==> src/rtl/obstacle_layer.sv <==
// Obstacle layer for the VGA pipeline: spawns, scrolls and retires obstacles on game ticks,
// ramps scroll speed, and returns a registered per-pixel obstacle hit bit.
`timescale 1ns/1ps
module obstacle_layer #(
    parameter int CONV       = 0,
    parameter int NUM_OBS    = 2,
    parameter int OBS_W      = 16,
    parameter int OBS_H      = 32,
    parameter int GROUND_Y   = 400,
    parameter int SCREEN_W   = 640,
    parameter int MIN_GAP    = 12,
    parameter int SPEED_INIT = 4,
    parameter int SPEED_MAX  = 12
) (
    input  logic             clk,
    input  logic             rst_n,
    input  logic [9-CONV:0]  i_hpos,
    input  logic [9-CONV:0]  i_vpos,
    input  logic             i_game_tick,
    input  logic             i_game_start_pulse,
    input  logic             i_collision,
    output logic             o_color_obstacle,
    output logic             o_obstacle_passed,
    output logic [3:0]       o_speed,
    output logic [1:0]       o_state
);

    typedef enum logic [1:0] {
        ST_IDLE = 2'b00,
        ST_RUN  = 2'b01,
        ST_HALT = 2'b10
    } state_t;

    localparam logic signed [11:0] OBS_W_S    = 12'(OBS_W);
    localparam logic signed [11:0] SCREEN_W_S = 12'(SCREEN_W);
    localparam logic signed [11:0] TOP_Y_S    = 12'(GROUND_Y - OBS_H);
    localparam logic signed [11:0] GROUND_Y_S = 12'(GROUND_Y);

    state_t                    state_q, state_d;
    logic [NUM_OBS-1:0]        active_q, active_d;
    logic signed [10:0]        x_q [NUM_OBS];
    logic signed [10:0]        x_d [NUM_OBS];
    logic [7:0]                gap_q, gap_d;
    logic [3:0]                speed_q, speed_d;
    logic [7:0]                tick_cnt_q, tick_cnt_d;
    logic [7:0]                lfsr_q, lfsr_d;
    logic                      color_q, color_d;
    logic                      passed_q, passed_d;

    logic                      found;
    logic                      hit;
    logic signed [11:0]        nx;
    logic signed [11:0]        xs;
    logic signed [11:0]        px;
    logic signed [11:0]        py;

    always_comb begin
        state_d    = state_q;
        active_d   = active_q;
        x_d        = x_q;
        gap_d      = gap_q;
        speed_d    = speed_q;
        tick_cnt_d = tick_cnt_q;
        passed_d   = 1'b0;
        found      = 1'b0;
        nx         = '0;
        // x^8+x^6+x^5+x^4+1, shifting towards the MSB
        lfsr_d     = {lfsr_q[6:0], lfsr_q[7] ^ lfsr_q[5] ^ lfsr_q[4] ^ lfsr_q[3]};

        if (i_game_start_pulse) begin
            state_d    = ST_RUN;
            active_d   = '0;
            for (int unsigned i = 0; i < NUM_OBS; i++) x_d[i] = '0;
            gap_d      = '0;
            speed_d    = 4'(SPEED_INIT);
            tick_cnt_d = '0;
        end else if (state_q == ST_RUN) begin
            if (i_collision) begin
                state_d = ST_HALT;
            end else if (i_game_tick) begin
                tick_cnt_d = tick_cnt_q + 8'd1;
                if (tick_cnt_q == 8'hFF && speed_q < 4'(SPEED_MAX))
                    speed_d = speed_q + 4'd1;

                for (int unsigned i = 0; i < NUM_OBS; i++) begin
                    if (active_q[i]) begin
                        nx     = {x_q[i][10], x_q[i]} - {8'b0, speed_q};
                        x_d[i] = nx[10:0];
                        if (nx + OBS_W_S <= 12'sd0) begin
                            active_d[i] = 1'b0;
                            passed_d    = 1'b1;
                        end
                    end
                end

                // Free slots are judged before this tick's retirements, so a freshly spawned
                // slot is never moved in the tick that creates it.
                if (gap_q == 8'd0) begin
                    for (int unsigned i = 0; i < NUM_OBS; i++) begin
                        if (!found && !active_q[i]) begin
                            active_d[i] = 1'b1;
                            x_d[i]      = SCREEN_W_S[10:0];
                            found       = 1'b1;
                        end
                    end
                    if (found) gap_d = 8'(MIN_GAP) + {4'b0, lfsr_q[3:0]};
                end else begin
                    gap_d = gap_q - 8'd1;
                end
            end
        end
    end

    always_comb begin
        px  = 12'(i_hpos) << CONV;
        py  = 12'(i_vpos) << CONV;
        hit = 1'b0;
        xs  = '0;
        for (int unsigned i = 0; i < NUM_OBS; i++) begin
            xs = {x_q[i][10], x_q[i]};
            if (active_q[i] && xs < SCREEN_W_S && xs <= px && px < xs + OBS_W_S &&
                TOP_Y_S <= py && py < GROUND_Y_S)
                hit = 1'b1;
        end
        color_d = (state_q != ST_IDLE) && hit;
    end

    always_ff @(posedge clk or negedge rst_n) begin
        if (!rst_n) begin
            state_q    <= ST_IDLE;
            active_q   <= '0;
            for (int unsigned i = 0; i < NUM_OBS; i++) x_q[i] <= '0;
            gap_q      <= '0;
            speed_q    <= 4'(SPEED_INIT);
            tick_cnt_q <= '0;
            lfsr_q     <= 8'hA5;
            color_q    <= 1'b0;
            passed_q   <= 1'b0;
        end else begin
            state_q    <= state_d;
            active_q   <= active_d;
            x_q        <= x_d;
            gap_q      <= gap_d;
            speed_q    <= speed_d;
            tick_cnt_q <= tick_cnt_d;
            lfsr_q     <= lfsr_d;
            color_q    <= color_d;
            passed_q   <= passed_d;
        end
    end

    assign o_color_obstacle  = color_q;
    assign o_obstacle_passed = passed_q;
    assign o_speed           = speed_q;
    assign o_state           = state_q;

endmodule
==> config.mk <==
export PLATFORM = sky130hd
export DESIGN_NAME = obstacle_layer
export DESIGN_NICKNAME = d
export VERILOG_FILES = /design/src/rtl/obstacle_layer.sv
export SDC_FILE = /design/constraint.sdc
export NUM_CORES = 1
export LEC_CHECK = 0
export ABC_CLOCK_PERIOD_IN_PS = 3850
export CAP_MARGIN = 0
export CORE_ASPECT_RATIO = 0.75
export CORE_UTILIZATION = 60
export CTS_BUF_LIST = sky130_fd_sc_hd__clkbuf_16
export DETAILED_ROUTE_END_ITERATION = 10
export GPL_ROUTABILITY_DRIVEN = 0
export PLACE_DENSITY = 0.89
export SYNTH_ARGS = -nofsm -noshare
export SYNTH_HDL_FRONTEND = slang
export SYNTH_SLANG_ARGS = --single-unit
==> constraint.sdc <==
create_clock -name clk -period 3.85 [get_ports clk]
set_clock_uncertainty 0.1 [all_clocks]
set_input_delay 0.5775 -clock clk [delete_from_list [all_inputs] [get_ports clk]]
set_output_delay 0.5775 -clock clk [all_outputs]
set_load 0.02 [all_outputs]
-- Word level (Yosys, flattened, before mapping)
Cells that the tools add are included.
- bits of input ports: 25
- logic and storage cells: 123
- output and inout bits: 8
- register bits: 56
- order comparisons: 11
- add/subtract/negate cells: 10
- equal/unequal tests: 4
- mux-type cells: 60
- reductions and logical operators: 25
- bitwise operators: 3
- operators by type and width (operator ; number):
    22-bit 2-to-1 mux ; 5
    8-bit 2-to-1 mux ; 10
    11-bit 2-to-1 mux ; 4
    1-bit 2-to-1 mux ; 28
    11-bit by 6-bit adder with 12-bit output, second input constant ; 2
    12-bit by 6-bit adder with 12-bit output, second input constant ; 2
    12-bit by 1-bit <= comparator with 1-bit output, second input constant ; 2
    11-bit by 12-bit < comparator with 1-bit output ; 2
    11-bit by 5-bit subtractor with 12-bit output ; 2
    11-bit <= comparator ; 2
    11-bit < comparator, second input constant ; 2
    4-bit 2-to-1 mux ; 5
    2-bit 2-to-1 mux ; 8
    1-bit logical AND ; 13
    9-bit by 10-bit <= comparator with 1-bit output, first input constant ; 1
    10-bit by 9-bit < comparator with 1-bit output, second input constant ; 1
    2-bit nonzero test ; 5
    8-bit by 1-bit adder with 8-bit output, second input constant ; 1
    8-bit equality test, second input constant ; 1
    8-bit zero test ; 1
    4-bit AND reduction ; 2
    8-bit by 1-bit subtractor with 8-bit output, second input constant ; 1
    4-bit by 4-bit adder with 5-bit output, first input constant ; 1
    4-bit by 1-bit adder with 4-bit output, second input constant ; 1
    8 further kinds ; 11

-- Longest topological paths before layout
- depth in word-level cells: 20
- mapped depth: 11
- depth with buffers taken out: 11

-- Worst setup path before layout
OpenSTA, ideal clock, no wires.
- path kind: register -> register
- start: register speed_q[0], in the netlist o_speed[0]
- end: register passed_q, in the netlist o_obstacle_passed
- cell stages (with the launch flop): 11
- data arrival time: 2.541 ns
- period minus slack after synthesis: 2.770 ns
- slack: 1.080 ns
- buffers on the path: 0
- setup time: 0.129 ns
- data required time: 3.621 ns
- path through: dfrtp_1 ha_1 inv_1 fa_1 a21o_1 a21oi_1 mux2i_1 o221ai_1 nand4bb_1 a32oi_1 o22ai_1
- cells in the longest elaborated chain, start to end: 11
- elaborated cells on any way between the ends: 14
- classes of those cells: 4 x add/sub; 2 x order compare; 8 x mux
- RTL lines (item ; line ; text):
    start: declaration ; 44 ; logic [3:0] speed_q, speed_d;
    start signal: assignment ; 134 ; speed_q <= 4'(SPEED_INIT);
    start signal: assignment ; 144 ; speed_q <= speed_d;
    11-bit by 5-bit subtractor with 12-bit output ; 87 ; nx = {x_q[i][10], x_q[i]} - {8'b0, speed_q};
    12-bit by 6-bit adder with 12-bit output ; 89 ; if (nx + OBS_W_S <= 12'sd0) begin
    12-bit by 1-bit <= comparator with 1-bit output ; 89 ;
    1-bit 2-to-1 mux ; 89 ;
    1-bit 2-to-1 mux ; 86 ; if (active_q[i]) begin
    1-bit 2-to-1 mux ; 89 ;
    1-bit 2-to-1 mux (*) ; 86 ;
    1-bit 2-to-1 mux (*) ; 80 ; end else if (i_game_tick) begin
    1-bit 2-to-1 mux (*) ; 78 ; if (i_collision) begin
    1-bit 2-to-1 mux (*) ; 77 ; end else if (state_q == ST_RUN) begin
    1-bit 2-to-1 mux (*) ; 70 ; if (i_game_start_pulse) begin
    net passed_d ; 48 ; logic passed_q, passed_d;
    end signal: assignment ; 148 ; passed_q <= passed_d;
    end: declaration ; 48 ;
Mark *: on every way through the listed nets, which the timed path passes. The rest lies on a longest branch.
A chain may end at the register's enable or synchronous reset.

-- Final worst setup path
- start: register x_q[0] (netlist bit)
- end: register passed_q, in the netlist o_obstacle_passed
- cells in the longest elaborated chain, start to end: 9
- RTL lines (item ; line ; text):
    start: declaration ; 41 ; logic signed [10:0] x_q [NUM_OBS];
    start signal: assignment ; 142 ; x_q <= x_d;
    11-bit by 5-bit subtractor with 12-bit output ; 87 ;
    12-bit by 6-bit adder with 12-bit output ; 89 ;
    12-bit by 1-bit <= comparator with 1-bit output ; 89 ;
    1-bit 2-to-1 mux ; 89 ;
    1-bit 2-to-1 mux ; 86 ;
    1-bit 2-to-1 mux ; 80 ;
    1-bit 2-to-1 mux ; 78 ;
    1-bit 2-to-1 mux ; 77 ;
    1-bit 2-to-1 mux ; 70 ;
    net passed_d ; 48 ;
The timed path passes the listed nets, and every way through them passes these cells.

==> results.sh <==
export IMPL_synth_area_per_cell_um2=8.44
export IMPL_die_w_um=101
export IMPL_wl_mm=10.9
export IMPL_cp_common_cell="inv_1"
export IMPL_ys_warnings_count=0
export IMPL_r2r_cells=11
export IMPL_netlist_area_um2=4440
export IMPL_cap_viol_max_count=0
export IMPL_clock_sinks=56
export IMPL_synth_seq_cells=56
export IMPL_synth_top_area_share_pct=28.7
export IMPL_grtUsageTotal_pct=30.1
export IMPL_post_cts_buffers=0
export IMPL_hold_slack_ns=0.175
export IMPL_synth_area_leaders="dfrtp_1, ha_1, nor2_1"
export IMPL_post_cts_resized=0
export IMPL_path_clk_slew_ns=0.08
export IMPL_combPwrFrac_pct=22.4
export IMPL_worst_path_stages=11
export IMPL_drv_slew=0
export IMPL_seqPwrFrac_pct=44.8
export IMPL_cts_tree="yes"
export IMPL_ys_types=64
export IMPL_synthCells=526
export IMPL_portBuffers=28
export IMPL_slowest_delay_ns=0.43
export IMPL_period_needed_ns=3.14
export IMPL_fin_crit_sh_pct=81.5
export IMPL_routedWlPerCell_um=17.0
export IMPL_critPathBufInv=2
export IMPL_layout_drive_gt1_share_pct=5.16
export IMPL_endpoint_kind="flop"
export IMPL_core_area_um2=6990
export IMPL_worst_hold_path_type="in2async"
export IMPL_diodes=0
export IMPL_fillers=546
export IMPL_power_share_switching_pct=31.1
export IMPL_final_cell_mix="ha_1, nor2_1, dfrtp_1, inv_1, o21ai_0"
export IMPL_critPathTopFamily="compound AO/OA/AOI/OAI gates"
export IMPL_yosysSeqAreaShare_pct=31.7
export IMPL_mostFrequentLayoutCell="ha_1"
export IMPL_timing_final_hold_violations=0
export IMPL_power_share_clock_pct=32.9
export IMPL_synthArstFlopShare_pct=100
export IMPL_drtIter0Drc=340
export IMPL_drt_first_pass_iters=6
export IMPL_area_growth_pct=10.9
export IMPL_syn_num_nets=610
export IMPL_irDropWorstVdd_uv=320
export IMPL_insertion_delay_ns=0.29
export IMPL_start_util_pct=63.5
export IMPL_status="completed"
export IMPL_cts_root_buf="clkbuf_16"
export IMPL_ctsHoldBuffers=0
export IMPL_rsz0062_at_grt="no"
export IMPL_dp_final_hpwl_mm=8.10
export IMPL_intPower_uw=972
export IMPL_numCtsBuffers=5
export IMPL_cp_data_arrival_time_ns=3.21
export IMPL_tightestPinTransition_ns=0.749
export IMPL_max_freq_mhz=319
export IMPL_antenna_found_initial=0
export IMPL_path_max_fanout=6
export IMPL_path_cells="inv_1 -> ha_1 -> inv_1 -> fa_1 -> a21o_1 -> a21oi_1 -> mux2i_1 -> o221ai_1 -> nand4bb_1 -> a32oi_1 -> o22ai_1"
export IMPL_setup_viol=0
export IMPL_slowest_stage="a21oi_1"
export IMPL_grt_overflow=0
export IMPL_power_density_nw_per_um2=287
export IMPL_ios=33
export IMPL_vias=3998
export IMPL_core_rowCount=26
export IMPL_htree_levels=2
export IMPL_crit_required_ns=3.92
export IMPL_slew_limit_headroom_pct=50.1
export IMPL_cp_startpoint="x_q[0]$_DFFE_PN0P_"
export IMPL_die_y_um=76.5
export IMPL_crit_type="reg2reg"
export IMPL_viasPerCell=6.24
export IMPL_clock_path_buffers=2
export IMPL_first_global_vias=3878
export IMPL_grt_pass1_wl_mm=18.5
export IMPL_yosysTopAreaCell="dfrtp_1"
export IMPL_fin_tns_setup_ns=0
export IMPL_leakagePower_uw=0.00217
export IMPL_synth_edf_count=0
export IMPL_rr_startpoint="x_q[0]$_DFFE_PN0P_"
export IMPL_switching_power_uw=439
export IMPL_drc=0
export IMPL_die_area_um2=7750
export IMPL_startpoint_type="flop"
export IMPL_postRouteAntennaNets=0
export IMPL_grt_max_degree=44
export IMPL_synth_ff_type="dfrtp_1"
export IMPL_nNetsFinal=626
-- Yosys cell counts, drive strengths merged (5+ instances only) --
cell and number:
nor2 57, dfrtp 51, or3 5, a21oi 35, nor3 18, o21ai 43, buf 8, nor3b 5
nand4 8, dfstp 5, ha 57, xor2 8, nand2 30, clkbuf 14, xnor2 16, o21a 9
a31oi 5, inv 45, nand3 22, nor2b 8
-- metrics by stage --
stage                     utilization [%]  setup slack, ns  power, uW  cells  area [um2]
after floorplan                         -             1.08        851    526        4440
after global placement               68.3            0.773        935    633        4780
after detailed placement             68.3            0.753        948    633        4780
after CTS                            70.4            0.775       1410    641        4920
after global routing                 70.4            0.473       1490    641        4920
final                                70.4            0.712       1410    641        4920
-- cell families (layout without fill, tap and decap cells) --
| kind of cell | after synthesis | in the layout | synth area share [%] |
|---|---|---|---|
| fa+ha+maj | 59 | 59 | 17.0 |
| simple gates | 175 | 175 | 19.8 |
| mux | 4 | 4 | 0.958 |
| buf+inv | 67 | 84 | 5.72 |
| flops | 56 | 56 | 31.7 |
| compound gates | 141 | 141 | 20.1 |
| xor+xnor | 24 | 24 | 4.73 |
-- power groups by stage --
stage	sequential, uW	clock [uW]	combinational, uW
after floorplan	629	0	222
after global placement	641	0	295
after detailed placement	642	0	307
after CTS	630	470	309
after global routing	636	500	353
final	632	464	316
-- final timing paths --
check                      slack [ns]                           to
max in group asynchronous        2.59          lfsr_q[2]$_DFF_PN1_
hold / removal                   0.18   o_color_obstacle$_DFF_PN0_
setup reg to reg                 0.71  o_obstacle_passed$_DFF_PN0_
min in group clk                 0.25          lfsr_q[7]$_DFF_PN1_
setup / recovery                 0.71  o_obstacle_passed$_DFF_PN0_
hold reg to reg                  0.25          lfsr_q[7]$_DFF_PN1_
-- state kept, by name, summed over array words and instances (netlist names) --
register,cells
active_q,2
gap_q,8
lfsr_q,8
o_color_obstacle,1
o_obstacle_passed,1
o_speed,4
o_state,2
tick_cnt_q,8
x_q,22
-- cell type report --
cell class	instances	area [um2]	share of cell area (%)
multi-input cells	403	2780	56.4
flip-flops and latches	56	1410	28.6
repair buffers	31	298	6.05
inverters	45	169	3.43
clock buffers	5	125	2.54
well taps	98	123	2.49
clock inverters	3	22.5	0.457
-- layer usage --
layer,vias to the layer above,track usage (%),wire length [um]
met1,1918,43.7,5040
li1,1914,-,-
met5,-,0,0
met2,160,48.7,4970
met4,0,4.64,61
met3,6,4.04,793
Note: power is estimated with default switching activity, not from simulation.
